===== config.mk =====
export PLATFORM = sky130hd
export DESIGN_NAME = mult_div_unit
export DESIGN_NICKNAME = d
export VERILOG_FILES = /design/src/rtl/mdu_pkg.sv /design/src/rtl/mdu_div_step.sv /design/src/rtl/mult_div_unit.sv
export SDC_FILE = /design/constraint.sdc
export NUM_CORES = 1
export LEC_CHECK = 0
export CORE_MARGIN = 5
export CORE_UTILIZATION = 30
export CTS_CLUSTER_DIAMETER = 80
export CTS_CLUSTER_SIZE = 25
export DETAILED_ROUTE_END_ITERATION = 6
export DONT_BUFFER_PORTS = 1
export PLACE_DENSITY = 0.41
export REMOVE_ABC_BUFFERS = 1
export SYNTH_ARGS = -nofsm -noshare
export SYNTH_HDL_FRONTEND = slang
export SYNTH_SLANG_ARGS = --single-unit

===== constraint.sdc =====
create_clock -name clk -period 8.6 [get_ports clk]
set_input_delay 2.58 -clock clk [delete_from_list [all_inputs] [get_ports clk]]
set_output_delay 2.58 -clock clk [all_outputs]
set_load 0.03 [all_outputs]

===== src/rtl/mdu_pkg.sv =====
// Shared definitions for the multiply/divide unit: widths, op encodings,
// FSM states and the magnitude helper used for signed operands.
package mdu_pkg;

  localparam int WIDTH      = 32;
  localparam int ITER_COUNT = 32;

  localparam logic [1:0] OP_MULT  = 2'b00;
  localparam logic [1:0] OP_MULTU = 2'b01;
  localparam logic [1:0] OP_DIV   = 2'b10;
  localparam logic [1:0] OP_DIVU  = 2'b11;

  typedef enum logic [2:0] {
    S_IDLE  = 3'd0,
    S_MUL   = 3'd1,
    S_DIV   = 3'd2,
    S_FIXUP = 3'd3,
    S_DONE  = 3'd4
  } state_e;

  // 32'h80000000 maps onto itself, which is the correct unsigned magnitude 2^31.
  function automatic logic [WIDTH-1:0] abs_val(input logic [WIDTH-1:0] x, input logic sgn);
    return (sgn && x[WIDTH-1]) ? -x : x;
  endfunction

endpackage


===== src/rtl/mdu_div_step.sv =====
// One restoring-division iteration: shift the next dividend bit into the
// remainder, subtract the divisor when it fits, and shift the quotient bit in.
module mdu_div_step
  import mdu_pkg::*;
#(
  parameter int W = WIDTH
) (
  input  logic [W-1:0] rem_i,
  input  logic [W-1:0] quo_i,
  input  logic [W-1:0] divisor_i,
  output logic [W-1:0] rem_o,
  output logic [W-1:0] quo_o
);

  logic [W:0] shifted;
  logic [W:0] diff;
  logic       ge;

  always_comb begin
    shifted = {rem_i, quo_i[W-1]};
    diff    = shifted - {1'b0, divisor_i};
    ge      = shifted >= {1'b0, divisor_i};
    rem_o   = ge ? diff[W-1:0] : shifted[W-1:0];
    quo_o   = {quo_i[W-2:0], ge};
  end

endmodule


===== src/rtl/mult_div_unit.sv =====
// Iterative MULT/MULTU/DIV/DIVU unit with HI/LO registers; 34-edge latency.
// Divider is built only when MDU_DIV_EN is defined.
module mult_div_unit #(
  parameter int WIDTH = mdu_pkg::WIDTH
) (
  input  logic               clk,
  input  logic               rst_n,
  input  logic               start_i,
  input  logic [1:0]         op_i,
  input  logic [WIDTH-1:0]   src_a_i,
  input  logic [WIDTH-1:0]   src_b_i,
  input  logic               hi_write_i,
  input  logic               lo_write_i,
  output logic               busy_o,
  output logic               done_o,
  output logic               div_by_zero_o,
  output logic [WIDTH-1:0]   hi_o,
  output logic [WIDTH-1:0]   lo_o,
  output mdu_pkg::state_e    state_o
);
  import mdu_pkg::*;

  localparam int CW = $clog2(ITER_COUNT);

  state_e           state_q;
  logic [1:0]       op_q;
  logic [WIDTH-1:0] a_q, b_q, mag_b_q;
  logic [WIDTH-1:0] work_hi_q, work_lo_q;
  logic [WIDTH-1:0] hi_q, lo_q;
  logic [CW-1:0]    cnt_q;
  logic             done_q, dbz_q;
  logic             signed_op;
  logic [WIDTH:0]   mul_sum;

  // Signed ops are the even encodings (MULT, DIV).
  assign signed_op = ~op_q[0];
  assign mul_sum   = {1'b0, work_hi_q} + (work_lo_q[0] ? {1'b0, mag_b_q} : {(WIDTH+1){1'b0}});

`ifdef MDU_DIV_EN
  logic [WIDTH-1:0] div_rem, div_quo;

  mdu_div_step #(.W(WIDTH)) u_div_step (
    .rem_i    (work_hi_q),
    .quo_i    (work_lo_q),
    .divisor_i(mag_b_q),
    .rem_o    (div_rem),
    .quo_o    (div_quo)
  );
`endif

  always_ff @(posedge clk or negedge rst_n) begin
    if (!rst_n) begin
      state_q   <= S_IDLE;
      op_q      <= OP_MULT;
      a_q       <= '0;
      b_q       <= '0;
      mag_b_q   <= '0;
      work_hi_q <= '0;
      work_lo_q <= '0;
      hi_q      <= '0;
      lo_q      <= '0;
      cnt_q     <= '0;
      done_q    <= 1'b0;
      dbz_q     <= 1'b0;
    end else begin
      done_q <= 1'b0;
      dbz_q  <= 1'b0;
      case (state_q)
        S_IDLE: begin
          if (start_i) begin
            op_q      <= op_i;
            a_q       <= src_a_i;
            b_q       <= src_b_i;
            mag_b_q   <= abs_val(src_b_i, ~op_i[0]);
            work_hi_q <= '0;
            work_lo_q <= abs_val(src_a_i, ~op_i[0]);
            cnt_q     <= '0;
            if (!op_i[1]) begin
              state_q <= S_MUL;
            end else begin
`ifdef MDU_DIV_EN
              state_q <= S_DIV;
`else
              state_q <= S_DONE;
`endif
            end
          end else begin
            if (hi_write_i) hi_q <= src_a_i;
            if (lo_write_i) lo_q <= src_a_i;
          end
        end
        S_MUL: begin
          {work_hi_q, work_lo_q} <= {mul_sum, work_lo_q[WIDTH-1:1]};
          cnt_q <= cnt_q + 1'b1;
          if (cnt_q == CW'(ITER_COUNT - 1)) state_q <= S_FIXUP;
        end
        S_DIV: begin
`ifdef MDU_DIV_EN
          work_hi_q <= div_rem;
          work_lo_q <= div_quo;
`endif
          cnt_q <= cnt_q + 1'b1;
          if (cnt_q == CW'(ITER_COUNT - 1)) state_q <= S_FIXUP;
        end
        S_FIXUP: begin
          if (!op_q[1]) begin
            if (signed_op && (a_q[WIDTH-1] ^ b_q[WIDTH-1]))
              {work_hi_q, work_lo_q} <= -{work_hi_q, work_lo_q};
          end else if (b_q == '0) begin
            work_hi_q <= a_q;
            work_lo_q <= '1;
          end else if (signed_op) begin
            // Quotient truncates toward zero; remainder follows the dividend.
            if (a_q[WIDTH-1] ^ b_q[WIDTH-1]) work_lo_q <= -work_lo_q;
            if (a_q[WIDTH-1])                work_hi_q <= -work_hi_q;
          end
          state_q <= S_DONE;
        end
        S_DONE: begin
          done_q  <= 1'b1;
          state_q <= S_IDLE;
`ifdef MDU_DIV_EN
          hi_q  <= work_hi_q;
          lo_q  <= work_lo_q;
          dbz_q <= op_q[1] && (b_q == '0);
`else
          if (!op_q[1]) begin
            hi_q <= work_hi_q;
            lo_q <= work_lo_q;
          end
`endif
        end
        default: state_q <= S_IDLE;
      endcase
    end
  end

  assign busy_o        = (state_q != S_IDLE);
  assign done_o        = done_q;
  assign div_by_zero_o = dbz_q;
  assign hi_o          = hi_q;
  assign lo_o          = lo_q;
  assign state_o       = state_q;

endmodule


==> results of run 1 <==
worst min-delay path by stage:
stage | depth (start not counted) | to | from | slack, ps
6_report | 2 | mag_b_q[3]$_DFFE_PN0P_ | mag_b_q[3]$_DFFE_PN0P_ | 470
5_1_grt | 2 | b_q[12]$_DFFE_PN0P_ | b_q[12]$_DFFE_PN0P_ | 490
4_1_cts | 2 | mag_b_q[16]$_DFFE_PN0P_ | mag_b_q[16]$_DFFE_PN0P_ | 480
3_5_place_dp | 2 | a_q[19]$_DFFE_PN0P_ | a_q[19]$_DFFE_PN0P_ | 460
3_3_place_gp | 2 | mag_b_q[2]$_DFFE_PN0P_ | mag_b_q[2]$_DFFE_PN0P_ | 450
2_1_floorplan | 2 | a_q[11]$_DFFE_PN0P_ | a_q[11]$_DFFE_PN0P_ | 440
logic make-up after synthesis:
| family | Yosys count |
|---|---|
| buf+inv | 170 |
| fa+ha+maj | 39 |
| simple gates | 816 |
| flops | 234 |
| other cells | 1 |
| compound gates | 618 |
| xor+xnor | 103 |
| mux | 11 |
critical path, stage by stage:
cell and delay, ps:
nor2_1 20, nor3_1 440, o31a_1 400, o21ai_2 90, buf_4 280, nor2_4 710, buf_4 550, nor2_1 150
mux2_2 290
sequential cells by signal, indices dropped and copies added (netlist names):
name,cells
lo_o,32
cnt_q,5
work_hi_q,32
mag_b_q,31
op_q,2
state_o,3
hi_o,32
work_lo_q,32
b_q,32
done_o,1
a_q,32
power breakdown:
part / internal, mW / leakage (nW) / switching, mW
Combinational: 0.800 / 3.89 / 1.19
Clock: 0.620 / 0.415 / 0.549
Sequential: 1.58 / 2.90 / 0.891
Total: 3.00 / 7.20 / 2.63
synth_stat cells, types with 6 or more instances:
cell type | n | area share
a211oi_1 | 11 | 0.0053
a21o_1 | 18 | 0.0086
a21oi_1 | 188 | 0.060
a31oi_1 | 34 | 0.014
and2_1 | 62 | 0.025
and3_1 | 21 | 0.0084
buf_1 | 6 | 0.0014
buf_2 | 8 | 0.0026
clkbuf_1 | 119 | 0.029
dfrtp_1 | 234 | 0.37
ha_1 | 38 | 0.030
inv_1 | 31 | 0.0074
mux2i_1 | 7 | 0.0045
nand2_1 | 393 | 0.094
nand2b_1 | 9 | 0.0036
nand3_1 | 30 | 0.0096
nand4_1 | 10 | 0.0040
nor2_1 | 142 | 0.034
nor2b_1 | 10 | 0.0040
nor3_1 | 44 | 0.014
nor3b_1 | 8 | 0.0038
nor4_1 | 26 | 0.010
o211ai_1 | 15 | 0.0072
o21a_1 | 14 | 0.0067
o21ai_0 | 197 | 0.063
o21bai_1 | 17 | 0.0082
o221ai_1 | 9 | 0.0050
o22ai_1 | 15 | 0.0060
o31a_1 | 11 | 0.0062
o31ai_1 | 12 | 0.0058
or3_1 | 22 | 0.0088
or4_1 | 12 | 0.0058
xnor2_1 | 54 | 0.030
xor2_1 | 49 | 0.027
area by class of cell:
type                            count  area share
Inverter                           33    0.007271
Antenna cell                        1   0.0001469
Timing Repair Buffer               27     0.01190
Clock buffer                       24     0.03459
Sequential cell                   234      0.3437
Clock inverter                     18     0.01528
Tap cell                          680     0.04994
Multi-Input combinational cell   1588      0.5371
per-stage QoR:
step,std cells,TNS [ps]
after floorplan,1855,-132.5
after global placement,2562,0
after detailed placement,2562,0
after CTS,2604,0
after global routing,2604,0
final,2605,0
routing by layer:
metal | GRT usage | routed length (um) | vias to the layer above
met2 | 0.3090 | 25300 | 319
met3 | 0.02647 | 2654 | 66
met5 | 0 | 0 | -
li1 | - | - | 6920
met4 | 0.04661 | 1266 | 0
met1 | 0.2745 | 27070 | 6741
==> results_dict.tcl, run 1 <==
set metrics [dict create \
    status "completed" \
    synth.mux.area_fraction 0.007366 \
    p_per_area_nw_per_um2 330.3 \
    synth_compound_area_frac 0.2396 \
    cts.htree.levels 1 \
    drt_pass1_iterations 5 \
    start_util 0.3034 \
    worstRegToRegCells 11 \
    synth_edf_count 0 \
    cts-root-buf "clkbuf_16" \
    wl_per_cell_um 21.61 \
    setup_slack_ps 3486 \
    synth-main-ff-cell "dfrtp_1" \
    ir_drop_v 0.0001415 \
    post-cts-setup-buffers 0 \
    gp_congestion 0.8199 \
    layout_commonest_cell "nand2_1" \
    vias_per_cell 5.392 \
    synth_top_family_by_area "simple AND/OR/NAND/NOR gates" \
    dp_slack_ps 2923 \
    async_flop_share 1.000 \
    layout_common_cells "nand2_1 (391), dfrtp_1 (234), o21ai_0 (195), a21oi_1 (188), nor2_1 (141)" \
    tritoncts "built" \
    fill_cells 5549 \
    r2r_slack_ps 4490 \
    layout-drive-gt1-share 0.05353 \
    timing.rr.start "state_o[0]$_DFFE_PN0P_" \
    grt_pass1_wl_um 86670 \
    drv_cap 0 \
    path_clk_slew_ps 80 \
    core.rowCount 83 \
    start_kind "input pin" \
    rsz0062_at_grt "false" \
    ant_nets 0 \
    skew_ps 22.51 \
    antenna_found_initial 0 \
    synth_fa_ha_area_frac 0.03171 \
    dieArea_um2 56760 \
    crit_fanout 40 \
    hp-class "reg2reg" \
    maxSlewViolCount 0 \
    ys_warn_count 0 \
    finalCriticalPeriod_ps 5114 \
    cp.required_ps 9050 \
    synth-seq-area-share 0.3747 \
    worst_pin_slew_ps 1191 \
    num_vias 14050 \
    post-route-util 0.3307 \
    period_share 0.5947 \
    syn_area_um2 15630 \
    nets 2017 \
    slew_headroom 0.2043 \
    io_pins 141 \
    dpl.hpwl_um 40010 \
    final-setup-viol-count 0 \
    gr-total-overflow 0 \
    endpoint_kind "flip-flop" \
    synth_xor_area_frac 0.05773 \
    grt_pass1_vias 13710 \
    cts_sinks 234 \
    die_y_um 238.2 \
    ys_ff_latch 234 \
    startpoint "start_i" \
    grt_max_degree 235 \
    seq_area_um2 5856 \
    p_leak_nw 7.198 \
    io_buffers 0 \
    total_power_mw 5.626 \
    drc 0 \
    synth-simple-area-share 0.2457 \
    ctsLongestPathBuffers 3 \
    cts_buffers 23 \
    worstPathArrival_ps 5560 \
    hold_ws_ps 473.7 \
    setup.worst_path.end "cnt_q[0]$_DFFE_PN0P_" \
    grt_usage 0.1920 \
    design_area_um2 17040 \
    syn2layout_area_growth_pct 9.007 \
    core_area_um2 51510 \
    die_w_um 238.2 \
    place_area_um2 16180 \
    ctsResizeCount 0 \
    reg2reg_to "cnt_q[0]$_DFFE_PN0P_" \
    avgSynthCellArea_um2 7.845 \
    multi_input_area_um2 9150 \
    synthDistinctLibCells 79 \
    hold_buffers 0 \
    clk_latency_ps 570 \
    wl_um 56290 \
    max_freq_mhz 195.5 \
    netlist_instances 1992 \
    hold_violations 0 \
    drt_iter0_drc 944 \
    crit_type "in2reg" \
]
Note: power is estimated with default switching activity, not from simulation.
==> run 2, diff against run 1 <==
PLACE_DENSITY = 0.42   (was 0.41)
clock period = 4.33 ns   (was 8.6 ns; I/O delays follow)
==> run 2 against run 1 <==
Compared with the run above:
- setup slack worse by 2600 ps
- non-clock buffer count is 22 higher
- utilization rose by 0.46 points
==> results_dict.tcl, run 2 (synthesis results as in run 1) <==
set metrics [dict create \
    hold_ws_ps 419.8 \
    grt_pass1_vias 13870 \
    crit_type "reg2reg" \
    slew_headroom 0.4704 \
    drc 0 \
    endpoint_kind "flip-flop" \
    path_clk_slew_ps 80 \
    drt_pass1_iterations 5 \
    cts_sinks 234 \
    antennaDiodeCount 0 \
    critPathTopFamily "compound AO/OA/AOI/OAI gates" \
    crit_buf_inv 1 \
    switchingPower_mw 5.245 \
    final-setup-viol-count 0 \
    worstPathArrival_ps 3920 \
    cts_buffers 25 \
    io_buffers 0 \
    vias_per_cell 5.408 \
    period_share 0.7981 \
    finalCriticalPeriod_ps 3456 \
    ant_nets 0 \
    max_freq_mhz 289.4 \
    hp-class "in2async" \
    cts.htree.levels 1 \
    gr-total-overflow 0 \
    crit_fanout 24 \
    core_area_um2 51510 \
    io_pins 141 \
    grt_usage 0.1933 \
    path_cells "buf_4 -> and2_1 -> ha_1 -> nand2_1 -> o211ai_1 -> a2111oi_0 -> a21oi_1 -> a311oi_1 -> nor3_1 -> o21a_1 -> o31ai_1" \
    nets 2041 \
    post-cts-setup-buffers 0 \
    layout_commonest_cell "nand2_1" \
    slowest_stage "dfrtp_1" \
    hold_violations 0 \
    timing.rr.start "work_lo_q[0]$_DFFE_PN0P_" \
    drt_iter0_drc 917 \
    critPathMaxStageDelay_ps 660 \
    gp_congestion 0.8663 \
    clk_latency_ps 570 \
    drv_cap 0 \
    ctsResizeCount 0 \
    r2r_slack_ps 870 \
    p_leak_nw 7.332 \
    maxSlewViolCount 0 \
    startpoint "work_lo_q[0]$_DFFE_PN0P_" \
    tritoncts "built" \
    core.rowCount 83 \
    p_clk_frac 0.210 \
    start_util 0.3034 \
    cts-root-buf "clkbuf_16" \
    p_int_mw 6.048 \
    reg2reg_to "work_hi_q[28]$_DFFE_PN0P_" \
    die_w_um 238.2 \
    layout-drive-gt1-share 0.06564 \
    layout_common_cells "nand2_1 (391), dfrtp_1 (234), o21ai_0 (195), a21oi_1 (188), nor2_1 (141)" \
    place_area_um2 16370 \
    skew_ps 24.82 \
    hold_buffers 0 \
    dpl.hpwl_um 41580 \
    worstRegToRegCells 11 \
    grt_pass1_wl_um 87370 \
    start_kind "flip-flop" \
    total_power_mw 11.29 \
    status "completed" \
    cp.required_ps 4800 \
    p_per_area_nw_per_um2 653.8 \
    ctsLongestPathBuffers 3 \
    fill_cells 5455 \
    grt_max_degree 235 \
    p_seq_frac 0.437 \
    num_vias 14220 \
    design_area_um2 17270 \
    dieArea_um2 56760 \
    wl_per_cell_um 21.48 \
    worst_pin_slew_ps 787.2 \
    pwr-share-comb 0.353 \
    die_y_um 238.2 \
    wl_um 56490 \
    syn2layout_area_growth_pct 10.53 \
    p_sw_frac 0.4645 \
    antenna_found_initial 0 \
    cp_num_cells 11 \
    rsz0062_at_grt "false" \
    ir_drop_v 0.0003303 \
]
[run 2: changes by cell type in the layout (fill, tap and decap cells not counted)]
| cell | previous run | this run |
|---|---|---|
| clkbuf_8 | 1 | 2 |
| clkinvlp_4 | 0 | 1 |
| inv_12 | 1 | 2 |
| clkbuf_1 | 0 | 1 |
| clkbuf_16 | 23 | 25 |
| clkinv_8 | 4 | 3 |
| diode_2 | 1 | 0 |
| buf_4 | 27 | 47 |
| bufinv_16 | 3 | 2 |
| buf_12 | 0 | 2 |
| clkinv_4 | 1 | 2 |
| inv_8 | 2 | 4 |
| inv_6 | 6 | 3 |
[run 2: power groups by stage]
stage | Clock, mW | Sequential [mW] | Combinational (mW)
global placement | 0 | 4.96 | 3.94
CTS | 2.46 | 4.94 | 4.00
finish | 2.37 | 4.93 | 3.99
floorplan | 0 | 4.50 | 2.97
detailed placement | 0 | 4.98 | 3.99
global route | 2.54 | 5.09 | 4.53
[run 2: metal layers]
layer	vias up	GRT usage	part of all wire
met2	366	0.3075	0.45
met1	6799	0.2764	0.47
met5	-	0	0
met3	83	0.02277	0.047
met4	0	0.05983	0.030
li1	6976	-	-
[run 2: layout make-up]
class,instances,area [um2],share of cell area
multi-input combinational,1588,9150,0.5297
timing repair buffer,49,392.9,0.02275
tap,680,850.8,0.04926
sequential,234,5856,0.3390
inverter,33,123.9,0.007171
clock buffer,28,656.9,0.03803
clock inverter,18,242.7,0.01405
[run 2: how the worst max path moves through the flow]
| stage | to | slack (ps) |
|---|---|---|
| 6_report | work_hi_q[28]$_DFFE_PN0P_ | 870 |
| 5_1_grt | work_hi_q[28]$_DFFE_PN0P_ | 630 |
| 4_1_cts | work_hi_q[29]$_DFFE_PN0P_ | 840 |
| 3_5_place_dp | mag_b_q[30]$_DFFE_PN0P_ | 460 |
| 3_3_place_gp | mag_b_q[28]$_DFFE_PN0P_ | 460 |
| 2_1_floorplan | cnt_q[0]$_DFFE_PN0P_ | -4350 |
[run 2: stage by stage]
| stage | utilization | setup TNS [ps] | worst slack (ps) | std cells |
|---|---|---|---|---|
| 6_report | 0.3353 | 0 | 874.4 | 2630 |
| 5_1_grt | 0.3353 | 0 | 627.1 | 2630 |
| 2_1_floorplan | - | -406190 | -4348 | 1855 |
| 3_5_place_dp | 0.3179 | 0 | 458.5 | 2584 |
| 3_3_place_gp | 0.3179 | 0 | 461.6 | 2584 |
| 4_1_cts | 0.3353 | 0 | 835.5 | 2630 |
[run 2: worst reg2reg max path, stage by stage, from the launching register on]
cell       delay (ps)
dfrtp_1           660
buf_4             320
and2_1            170
ha_1              260
nand2_1           100
o211ai_1          140
a2111oi_0         460
a21oi_1           210
a311oi_1          490
nor3_1            170
o21a_1            200
o31ai_1           180
